**src/rtl/uart_fifo_pkg.sv**
```systemverilog
// Shared constants, serializer state encoding and sizing helpers for the
// UART word-FIFO blocks (rx gather and tx serializer).
package uart_fifo_pkg;

  localparam int BYTE_W         = 8;
  localparam int DEF_WORD_WIDTH = 256;
  localparam int BYTES_PER_WORD = DEF_WORD_WIDTH / BYTE_W;
  localparam int BIDX_W         = $clog2(BYTES_PER_WORD);

  typedef enum logic [0:0] {
    S_IDLE = 1'b0,
    S_SEND = 1'b1
  } ser_state_e;

  // Byte-index width for an arbitrary word width; never narrower than 1 bit.
  function automatic int bidx_width(input int word_width);
    int n;
    n = word_width / BYTE_W;
    return (n > 1) ? $clog2(n) : 1;
  endfunction

endpackage

```
**src/rtl/sync_word_fifo.sv**
```systemverilog
// Register-based synchronous word FIFO with registered level/full/empty.
// Writes while full and reads while empty are ignored.
module sync_word_fifo #(
  parameter int WIDTH       = 256,
  parameter int DEPTH_WIDTH = 2
) (
  input  logic                   clk,
  input  logic                   rst_n,
  input  logic                   wr_en,
  input  logic [WIDTH-1:0]       wr_data,
  input  logic                   rd_en,
  output logic [WIDTH-1:0]       rd_data,
  output logic                   full,
  output logic                   empty,
  output logic [DEPTH_WIDTH:0]   level
);

  localparam int                   DEPTH   = 1 << DEPTH_WIDTH;
  localparam logic [DEPTH_WIDTH:0] DEPTH_L = (DEPTH_WIDTH + 1)'(DEPTH);
  localparam logic [DEPTH_WIDTH:0] LVL_ONE = (DEPTH_WIDTH + 1)'(1);
  localparam logic [DEPTH_WIDTH-1:0] PTR_ONE = DEPTH_WIDTH'(1);

  logic [WIDTH-1:0]       mem_r [DEPTH];
  logic [DEPTH_WIDTH-1:0] wr_ptr_r;
  logic [DEPTH_WIDTH-1:0] rd_ptr_r;
  logic [DEPTH_WIDTH:0]   level_r;
  logic                   full_r;
  logic                   empty_r;
  logic                   push_s;
  logic                   pop_s;
  logic [DEPTH_WIDTH:0]   level_nxt_s;

  // Qualify requests against the registered flags and compute the next level.
  always_comb begin
    push_s      = wr_en && !full_r;
    pop_s       = rd_en && !empty_r;
    level_nxt_s = level_r;
    case ({push_s, pop_s})
      2'b10:   level_nxt_s = level_r + LVL_ONE;
      2'b01:   level_nxt_s = level_r - LVL_ONE;
      default: level_nxt_s = level_r;
    endcase
  end

  // Pointers, level and status flags.
  always_ff @(posedge clk or negedge rst_n) begin
    if (!rst_n) begin
      wr_ptr_r <= {DEPTH_WIDTH{1'b0}};
      rd_ptr_r <= {DEPTH_WIDTH{1'b0}};
      level_r  <= {(DEPTH_WIDTH + 1){1'b0}};
      full_r   <= 1'b0;
      empty_r  <= 1'b1;
    end else begin
      if (push_s) begin
        wr_ptr_r <= wr_ptr_r + PTR_ONE;
      end
      if (pop_s) begin
        rd_ptr_r <= rd_ptr_r + PTR_ONE;
      end
      level_r <= level_nxt_s;
      full_r  <= (level_nxt_s == DEPTH_L);
      empty_r <= (level_nxt_s == {(DEPTH_WIDTH + 1){1'b0}});
    end
  end

  // Storage array; cleared on reset so discarded words never leak out.
  always_ff @(posedge clk or negedge rst_n) begin
    if (!rst_n) begin
      for (int i = 0; i < DEPTH; i++) begin
        mem_r[i] <= {WIDTH{1'b0}};
      end
    end else if (push_s) begin
      mem_r[wr_ptr_r] <= wr_data;
    end
  end

  assign rd_data = mem_r[rd_ptr_r];
  assign full    = full_r;
  assign empty   = empty_r;
  assign level   = level_r;

endmodule

```
**src/rtl/uart_tx_word_serializer.sv**
```systemverilog
// Buffers wide datapath words and streams them byte by byte to uart_tx over
// a valid/ready interface, chaining words back-to-back without bubbles.
module uart_tx_word_serializer
  import uart_fifo_pkg::*;
#(
  parameter int WORD_WIDTH  = 256,
  parameter int DEPTH_WIDTH = 2,
  parameter bit MSB_FIRST   = 1'b0
) (
  input  logic                   clk,
  input  logic                   rst_n,
  input  logic                   wr_en,
  input  logic [WORD_WIDTH-1:0]  wr_data,
  output logic                   wr_full,
  output logic                   wr_overflow,
  output logic [DEPTH_WIDTH:0]   word_level,
  output logic [7:0]             tx_data,
  output logic                   tx_valid,
  input  logic                   tx_ready,
  output logic                   busy
);

  localparam int            BPW      = WORD_WIDTH / BYTE_W;
  localparam int            BW       = bidx_width(WORD_WIDTH);
  localparam logic [BW-1:0] LAST_IDX = BW'(BPW - 1);
  localparam logic [BW-1:0] IDX_ONE  = BW'(1);
  localparam logic [BW-1:0] IDX_ZERO = BW'(0);

  logic [WORD_WIDTH-1:0]  fifo_rd_data_s;
  logic                   fifo_full_s;
  logic                   fifo_empty_s;
  logic [DEPTH_WIDTH:0]   fifo_level_s;
  logic                   pop_s;
  logic                   beat_s;
  logic                   last_s;

  ser_state_e             state_r;
  ser_state_e             state_nxt_s;
  logic [BW-1:0]          byte_idx_r;
  logic [BW-1:0]          byte_idx_nxt_s;
  logic [WORD_WIDTH-1:0]  shift_r;
  logic [WORD_WIDTH-1:0]  shift_nxt_s;
  logic [7:0]             tx_data_r;
  logic [7:0]             tx_data_nxt_s;
  logic                   tx_valid_r;
  logic                   tx_valid_nxt_s;
  logic                   overflow_r;

  // Byte lane for a given send position, honouring the transmit order.
  function automatic logic [7:0] pick_byte(input logic [WORD_WIDTH-1:0] w,
                                           input logic [BW-1:0]         idx);
    int k;
    k = MSB_FIRST ? (BPW - 1 - int'(idx)) : int'(idx);
    return w[k*BYTE_W +: BYTE_W];
  endfunction

  sync_word_fifo #(
    .WIDTH       (WORD_WIDTH),
    .DEPTH_WIDTH (DEPTH_WIDTH)
  ) u_fifo (
    .clk     (clk),
    .rst_n   (rst_n),
    .wr_en   (wr_en),
    .wr_data (wr_data),
    .rd_en   (pop_s),
    .rd_data (fifo_rd_data_s),
    .full    (fifo_full_s),
    .empty   (fifo_empty_s),
    .level   (fifo_level_s)
  );

  // Serializer FSM: load on idle, advance on beats, chain or retire after the last byte.
  always_comb begin
    beat_s         = tx_valid_r && tx_ready;
    last_s         = (byte_idx_r == LAST_IDX);
    pop_s          = 1'b0;
    state_nxt_s    = state_r;
    byte_idx_nxt_s = byte_idx_r;
    shift_nxt_s    = shift_r;
    tx_data_nxt_s  = tx_data_r;
    tx_valid_nxt_s = tx_valid_r;
    case (state_r)
      S_IDLE: begin
        if (!fifo_empty_s) begin
          pop_s          = 1'b1;
          state_nxt_s    = S_SEND;
          byte_idx_nxt_s = IDX_ZERO;
          shift_nxt_s    = fifo_rd_data_s;
          tx_data_nxt_s  = pick_byte(fifo_rd_data_s, IDX_ZERO);
          tx_valid_nxt_s = 1'b1;
        end else begin
          tx_data_nxt_s  = 8'h00;
          tx_valid_nxt_s = 1'b0;
        end
      end
      S_SEND: begin
        if (!beat_s) begin
          tx_valid_nxt_s = 1'b1;
        end else if (!last_s) begin
          byte_idx_nxt_s = byte_idx_r + IDX_ONE;
          tx_data_nxt_s  = pick_byte(shift_r, byte_idx_r + IDX_ONE);
        end else if (!fifo_empty_s) begin
          // Chain straight into the next queued word on the same edge.
          pop_s          = 1'b1;
          byte_idx_nxt_s = IDX_ZERO;
          shift_nxt_s    = fifo_rd_data_s;
          tx_data_nxt_s  = pick_byte(fifo_rd_data_s, IDX_ZERO);
        end else begin
          state_nxt_s    = S_IDLE;
          tx_data_nxt_s  = 8'h00;
          tx_valid_nxt_s = 1'b0;
        end
      end
      default: begin
        state_nxt_s    = S_IDLE;
        byte_idx_nxt_s = IDX_ZERO;
        tx_data_nxt_s  = 8'h00;
        tx_valid_nxt_s = 1'b0;
      end
    endcase
  end

  // Serializer state and output registers.
  always_ff @(posedge clk or negedge rst_n) begin
    if (!rst_n) begin
      state_r    <= S_IDLE;
      byte_idx_r <= IDX_ZERO;
      shift_r    <= {WORD_WIDTH{1'b0}};
      tx_data_r  <= 8'h00;
      tx_valid_r <= 1'b0;
    end else begin
      state_r    <= state_nxt_s;
      byte_idx_r <= byte_idx_nxt_s;
      shift_r    <= shift_nxt_s;
      tx_data_r  <= tx_data_nxt_s;
      tx_valid_r <= tx_valid_nxt_s;
    end
  end

  // Sticky overflow: any write attempt against a full FIFO, even if a pop coincides.
  always_ff @(posedge clk or negedge rst_n) begin
    if (!rst_n) begin
      overflow_r <= 1'b0;
    end else if (wr_en && fifo_full_s) begin
      overflow_r <= 1'b1;
    end else begin
      overflow_r <= overflow_r;
    end
  end

  assign wr_full     = fifo_full_s;
  assign wr_overflow = overflow_r;
  assign word_level  = fifo_level_s;
  assign tx_data     = tx_data_r;
  assign tx_valid    = tx_valid_r;
  assign busy        = tx_valid_r || (fifo_level_s != {(DEPTH_WIDTH + 1){1'b0}});

endmodule

```
**config.mk**
```make
export PLATFORM = sky130hd
export DESIGN_NAME = uart_tx_word_serializer
export DESIGN_NICKNAME = d
export VERILOG_FILES = /design/src/rtl/uart_fifo_pkg.sv /design/src/rtl/sync_word_fifo.sv /design/src/rtl/uart_tx_word_serializer.sv
export SDC_FILE = /design/constraint.sdc
export NUM_CORES = 2
export LEC_CHECK = 0
export ABC_AREA = 1
export CAP_MARGIN = 20
export CORE_MARGIN = 2
export CORE_UTILIZATION = 42
export DETAILED_ROUTE_END_ITERATION = 8
export GPL_TIMING_DRIVEN = 1
export PLACE_DENSITY_LB_ADDON = 0.08
export SLEW_MARGIN = 40
export SYNTH_ARGS = -nofsm -noshare
export SYNTH_HDL_FRONTEND = slang
export SYNTH_SLANG_ARGS = --single-unit
export TNS_END_PERCENT = 50
```
**constraint.sdc**
```tcl
create_clock -name clk -period 2.75 [get_ports clk]
set_input_delay 0.55 -clock clk [delete_from_list [all_inputs] [get_ports clk]]
set_output_delay 0.55 -clock clk [all_outputs]
set_load 0.02 [all_outputs]
```
Word level (Yosys, flattened, before mapping)
Index checks and enable logic that the tools add are counted.

storage, ports and cells
  bits of input ports = 260
  logic and storage cells = 77
  output and inout port bits = 15
  register bits = 1305

cells by class
  add/sub/neg operators = 5
  reduce and logical (&&, ||, !) cells = 12
  $lt $le $gt $ge = 3
  shift operators = 1
  mux-type cells = 30
  eq/ne operators = 8
  bitwise gates (word level) = 3

operator list
  kind                   count
  $mux W256              6
  $bwmux W1024           1
  $bmux W256 S2          1
  $demux W256 S2         1
  $pmux W256 S2          1
  $shiftx A256 B9 Y8     1
  $mux W8                3
  $pmux W8 S2            1
  $mux W5                3
  $pmux W5 S2            1
  $mux W1                8
  $ge A3 B3 Y1 const B   2
  $not A2 Y3             2
  $pmux W1 S2            3
  $pmux W3 S2            1
  $add A5 B1 Y5 const B  1
  $eq A5 B5 Y1 const B   1
  $logic_and A1 B1 Y1    5
  $add A2 B1 Y2 const B  2
  $ne A2 B2 Y1 const B   2
  $reduce_and A2 Y1      2
  $add A3 B1 Y3 const B  1
  $eq A3 B3 Y1 const B   1
  $logic_not A3 Y1       1
  other kinds (10)       11

Depth between registers and ports, before layout
  depth in word-level cells = 8
  mapped depth = 17
  mapped depth without buffers = 15

Hierarchy
From an unflattened synthesis, not the netlist that was laid out.

second synthesis, totals
  cells, all modules = 7602
  area, all modules = 60481.8 um^2

by module, submodules not included
  module                   instances  area each (um^2)  cells each
  sync_word_fifo           1          47196.5           5883
  uart_tx_word_serializer  1          13285.2           1719

Least setup slack after synthesis
OpenSTA, ideal clock, no wires.

  path type = reg-to-reg
  from = register byte_idx_r[1]
  to = register u_fifo.empty_r (netlist: u_fifo.empty)
  cell stages (with the launch flop) = 17
  data required time = 2.682 ns
  slack = -0.032 ns
  arrival time = 2.714 ns
  clock period less this slack = 2.782 ns
  cells stage by stage = dfrtp_1 -> ha_1 -> nand2_1 -> nor2_1 -> ha_1 -> nor2_1 -> inv_1 -> nand2_1 -> nor2_2 -> buf_2 -> buf_2 -> ha_1 -> fa_1 -> inv_1 -> o21ai_0 -> or2_2 -> nor2_1

on the way
  cells in the longest elaborated chain, start to end = 8

RTL lines
  item                                                 line                            source
  start: declaration                                   uart_tx_word_serializer.sv:39   logic [BW-1:0] byte_idx_r;
  start signal: assignment                             uart_tx_word_serializer.sv:133  byte_idx_r <= byte_idx_nxt_s;
  $eq A5 B5 Y1 (*)                                     uart_tx_word_serializer.sv:75   last_s = (byte_idx_r == LAST_IDX);
  $mux W1 (*)                                          uart_tx_word_serializer.sv:99   end else if (!last_s) begin
  $mux W1 (*)                                          uart_tx_word_serializer.sv:97   if (!beat_s) begin
  $pmux W1 S2 (*)                                      uart_tx_word_serializer.sv:82   case (state_r)
  $logic_and A1 B1 Y1 (*)                              sync_word_fifo.sv:36            pop_s = rd_en && !empty_r;
  $eq A2 B1 Y1 / $eq A2 B2 Y1 (equally long branches)  sync_word_fifo.sv:38            case ({push_s, pop_s})
  $pmux W3 S2 (*)                                      sync_word_fifo.sv:38
  named net u_fifo.level_nxt_s[1]                      sync_word_fifo.sv:31            logic [DEPTH_WIDTH:0] level_nxt_s;
  $logic_not A3 Y1 (*)                                 sync_word_fifo.sv:62            empty_r <= (level_nxt_s == {(DEPTH_WIDTH + 1){1'b0}});
  end signal: assignment                               sync_word_fifo.sv:62
  end: declaration                                     sync_word_fifo.sv:28            logic empty_r;

Mark *: on every way through the listed nets, which the timed path passes. The rest lies on a longest branch.
A chain may end at the register's enable or synchronous reset.

Final worst setup path
  from = register tx_valid_r (netlist: tx_valid)
  to = output busy

on the way
  cells in the longest elaborated chain, start to end = 1

RTL lines
  item                      line                            source
  start: declaration        uart_tx_word_serializer.sv:45   logic tx_valid_r;
  start signal: assignment  uart_tx_word_serializer.sv:136  tx_valid_r <= tx_valid_nxt_s;
  $logic_or A1 B1 Y1        uart_tx_word_serializer.sv:156  assign busy = tx_valid_r || (fifo_level_s != {(DEPTH_WIDTH + 1){1'b0}});
  end: declaration          uart_tx_word_serializer.sv:20   output logic busy

No other way between the ends.

==> impl_metrics.json <==
{
  "outcome": "complete, no violations",
  "setup_tns_ps": 0,
  "die_w_um": 375,
  "cts_buffer_depth": 3,
  "area_growth_pct": 17.8,
  "die_h_um": 375,
  "wl_um": 162000,
  "clock_sinks": 1305,
  "leakage_nw": 28.9,
  "syn-cell-area_sq_um": 57800,
  "p_switching_w": 0.0234,
  "grt-ovfl-total": 0,
  "drt-initial-drc-count": 3238,
  "max_slew_margin_pct": 48.6,
  "crit_arrival_ps": 2080,
  "whs_ps": 417,
  "worstSetupPathType": "register to primary output",
  "coreArea_sq_um": 137000,
  "num_rows": 136,
  "wl_per_cell_um": 20.3,
  "ys_seq_area_share_pct": 56.5,
  "clk_latency_ps": 780,
  "finalCritPeriodShare_pct": 95.5,
  "dp.cells": 7718,
  "avgSynthCellArea_sq_um": 9.78,
  "vias": 42391,
  "most-common-layout-cells": "dfrtp_1, o21ai_0, nand2_1",
  "finalHoldViolCount": 0,
  "p_sw_share_pct": 32.6,
  "clock.fmax_mhz": 381,
  "critical-path-slowest-cell": "or4_4",
  "power_frac_seq_pct": 42.5,
  "grt_usage_pct": 23.2,
  "drive_gt1_share_pct": 15.5,
  "nNetsFinal": 6344,
  "drt-vias-per-instance": 5.30,
  "rsz0062_at_grt": "true",
  "end_kind": "primary output",
  "dp_hpwl_um": 102000,
  "max_cap_viol_count": 0,
  "antenna_found_initial": 5,
  "grt_pass1_wl_um": 255000,
  "clkTransAtPathRegs_ps": 60,
  "netlist-cell-type-count": 31,
  "setup_ws_ps": 123,
  "grt_max_degree": 168,
  "r2r_slack_ps": 180,
  "setup_viol_count_final": 0,
  "grt_pass1_vias": 41849,
  "hold_class": "input pin to asynchronous set/reset pin",
  "antenna_left": 0,
  "path_cells": "or4_4 -> dlygate4sd2_1",
  "yosysWarningCount": 0,
  "synth_cells": 5911,
  "fp.dieArea_sq_um": 141000,
  "place.gp.congestion": 0.781,
  "critPathMaxFanout": 3,
  "startpoint_type": "register",
  "drtPass1Iterations": 7,
  "power_frac_clock_pct": 27.8,
  "skew_ps": 18.9,
  "place_ws_ps": -123,
  "ir_drop_mv": 0.625,
  "synth_fp_nets": 6179,
  "p_int_w": 0.0483,
  "initial_utilization_pct": 42.2,
  "worstPathRequired_ps": 2200,
  "tightest_slew_ps": 762,
  "io_pins": 275,
  "numCtsBuffers": 149,
  "critPathMaxStageDelay_ps": 490,
  "slew_viol_final": 0,
  "fin_crit_ps": 2630,
  "cts_root_buf": "clkbuf_16",
  "drc": 0,
  "powerDensity_nw_per_um2": 1050,
  "fin_cells": 7992,
  "final_common_cell": "dfrtp_1",
  "pwr-share-comb_pct": 29.7,
  "ys_seq_elements": 1305,
  "cts_tree": "done",
  "htree_levels": 4,
  "portBuffers": 274
}
-- through the flow --
step           util (%)  area [sq um]  power, W
2_1_floorplan         -         57800    0.0442
3_3_place_gp       46.1         63200    0.0516
3_5_place_dp       46.1         63200    0.0523
4_1_cts            49.7         68100    0.0725
5_1_grt            49.7         68100    0.0766
6_report           49.7         68100    0.0717
-- critical path, delay by kind of cell, from the launching register on --
kind          cells  cell delay [ps]
simple gates      1              490
flops             1              470
buf+inv           1              350
-- final cells by class --
cell class,instances,area [sq um]
repair buffers,460,5220
fillers,12731,68800
clock inverters,35,345
multi-input cells,3600,20900
inverters,560,2100
well taps,1794,2240
flip-flops and latches,1305,32700
diodes,2,5.00
clock buffers,236,4600
-- what timing repair did --
item                                    CTS  global route
gates resized for setup                   2             6
endpoints found under the hold margin    30             0
buffers inserted                          0             0
endpoints found under the setup margin    1            55
hold buffers                              1             0
-- synth_stat cells, drive strengths merged --
cell type	number	area (sq um)
or2	1	6.26
o21ai	908	4540
a21oi	268	1340
a21o	1	7.51
xnor2	2	17.5
mux2	514	5790
a22oi	6	45.0
nor2	428	1620
o221ai	11	96.3
or4	1	7.51
dfstp	1	26.3
o22ai	1	6.26
o211ai	292	2190
dfrtp	1304	32600
a31oi	248	1550
ha	7	87.6
buf	270	1540
clkbuf	176	661
fa	1	20.0
xor2	5	51.3
nand2	842	3160
nand3	64	320
inv	560	2100
-- kinds of logic after synthesis --
family	Yosys count	share of synthesized area [%]
AO/OA/AOI/OAI	1735	16.9
XOR/XNOR	7	0.119
adder cells (fa/ha/maj)	8	0.186
buffers and inverters	1006	7.44
flip-flops	1305	56.5
multiplexers	514	10.0
AND/OR/NAND/NOR	1336	8.84
-- worst paths after layout --
path                                                  to  depth (start not counted)                       from
setup / recovery                                    busy                          2       tx_valid$_DFFE_PN0P_
hold / removal             u_fifo.mem_r[489]$_DFFE_PN0P_                          2                      rst_n
setup reg to reg                  u_fifo.empty$_DFF_PN1_                         15  byte_idx_r[0]$_DFFE_PN0P_
hold reg to reg                  wr_overflow$_DFFE_PN0P_                          1    wr_overflow$_DFFE_PN0P_
max in group asynchronous  u_fifo.mem_r[144]$_DFFE_PN0P_                          3                      rst_n
min in group clk                 wr_overflow$_DFFE_PN0P_                          2                      wr_en
-- routing by layer --
layer	share of wire, %	track usage, %	up-vias
li1	-	-	20253
met1	48	33.4	21142
met2	46	36.9	797
met3	4.1	3.40	199
met4	1.9	5.69	0
met5	0	0	-
-- sequential cells by signal, summed over array words and instances, names as in the netlist, 2 cells and up --
name             flops
byte_idx_r           5
shift_r            256
tx_data              8
u_fifo.level         3
u_fifo.mem_r      1024
u_fifo.rd_ptr_r      2
u_fifo.wr_ptr_r      2
-- power groups by stage --
stage	Sequential [W]	Combinational (W)	Clock (W)
2_1_floorplan	0.0299	0.0143	0
3_3_place_gp	0.0305	0.0211	0
3_5_place_dp	0.0308	0.0215	0
4_1_cts	0.0305	0.0216	0.0204
5_1_grt	0.0314	0.0240	0.0212
6_report	0.0305	0.0213	0.0199
(Power assumes the default switching activity.)
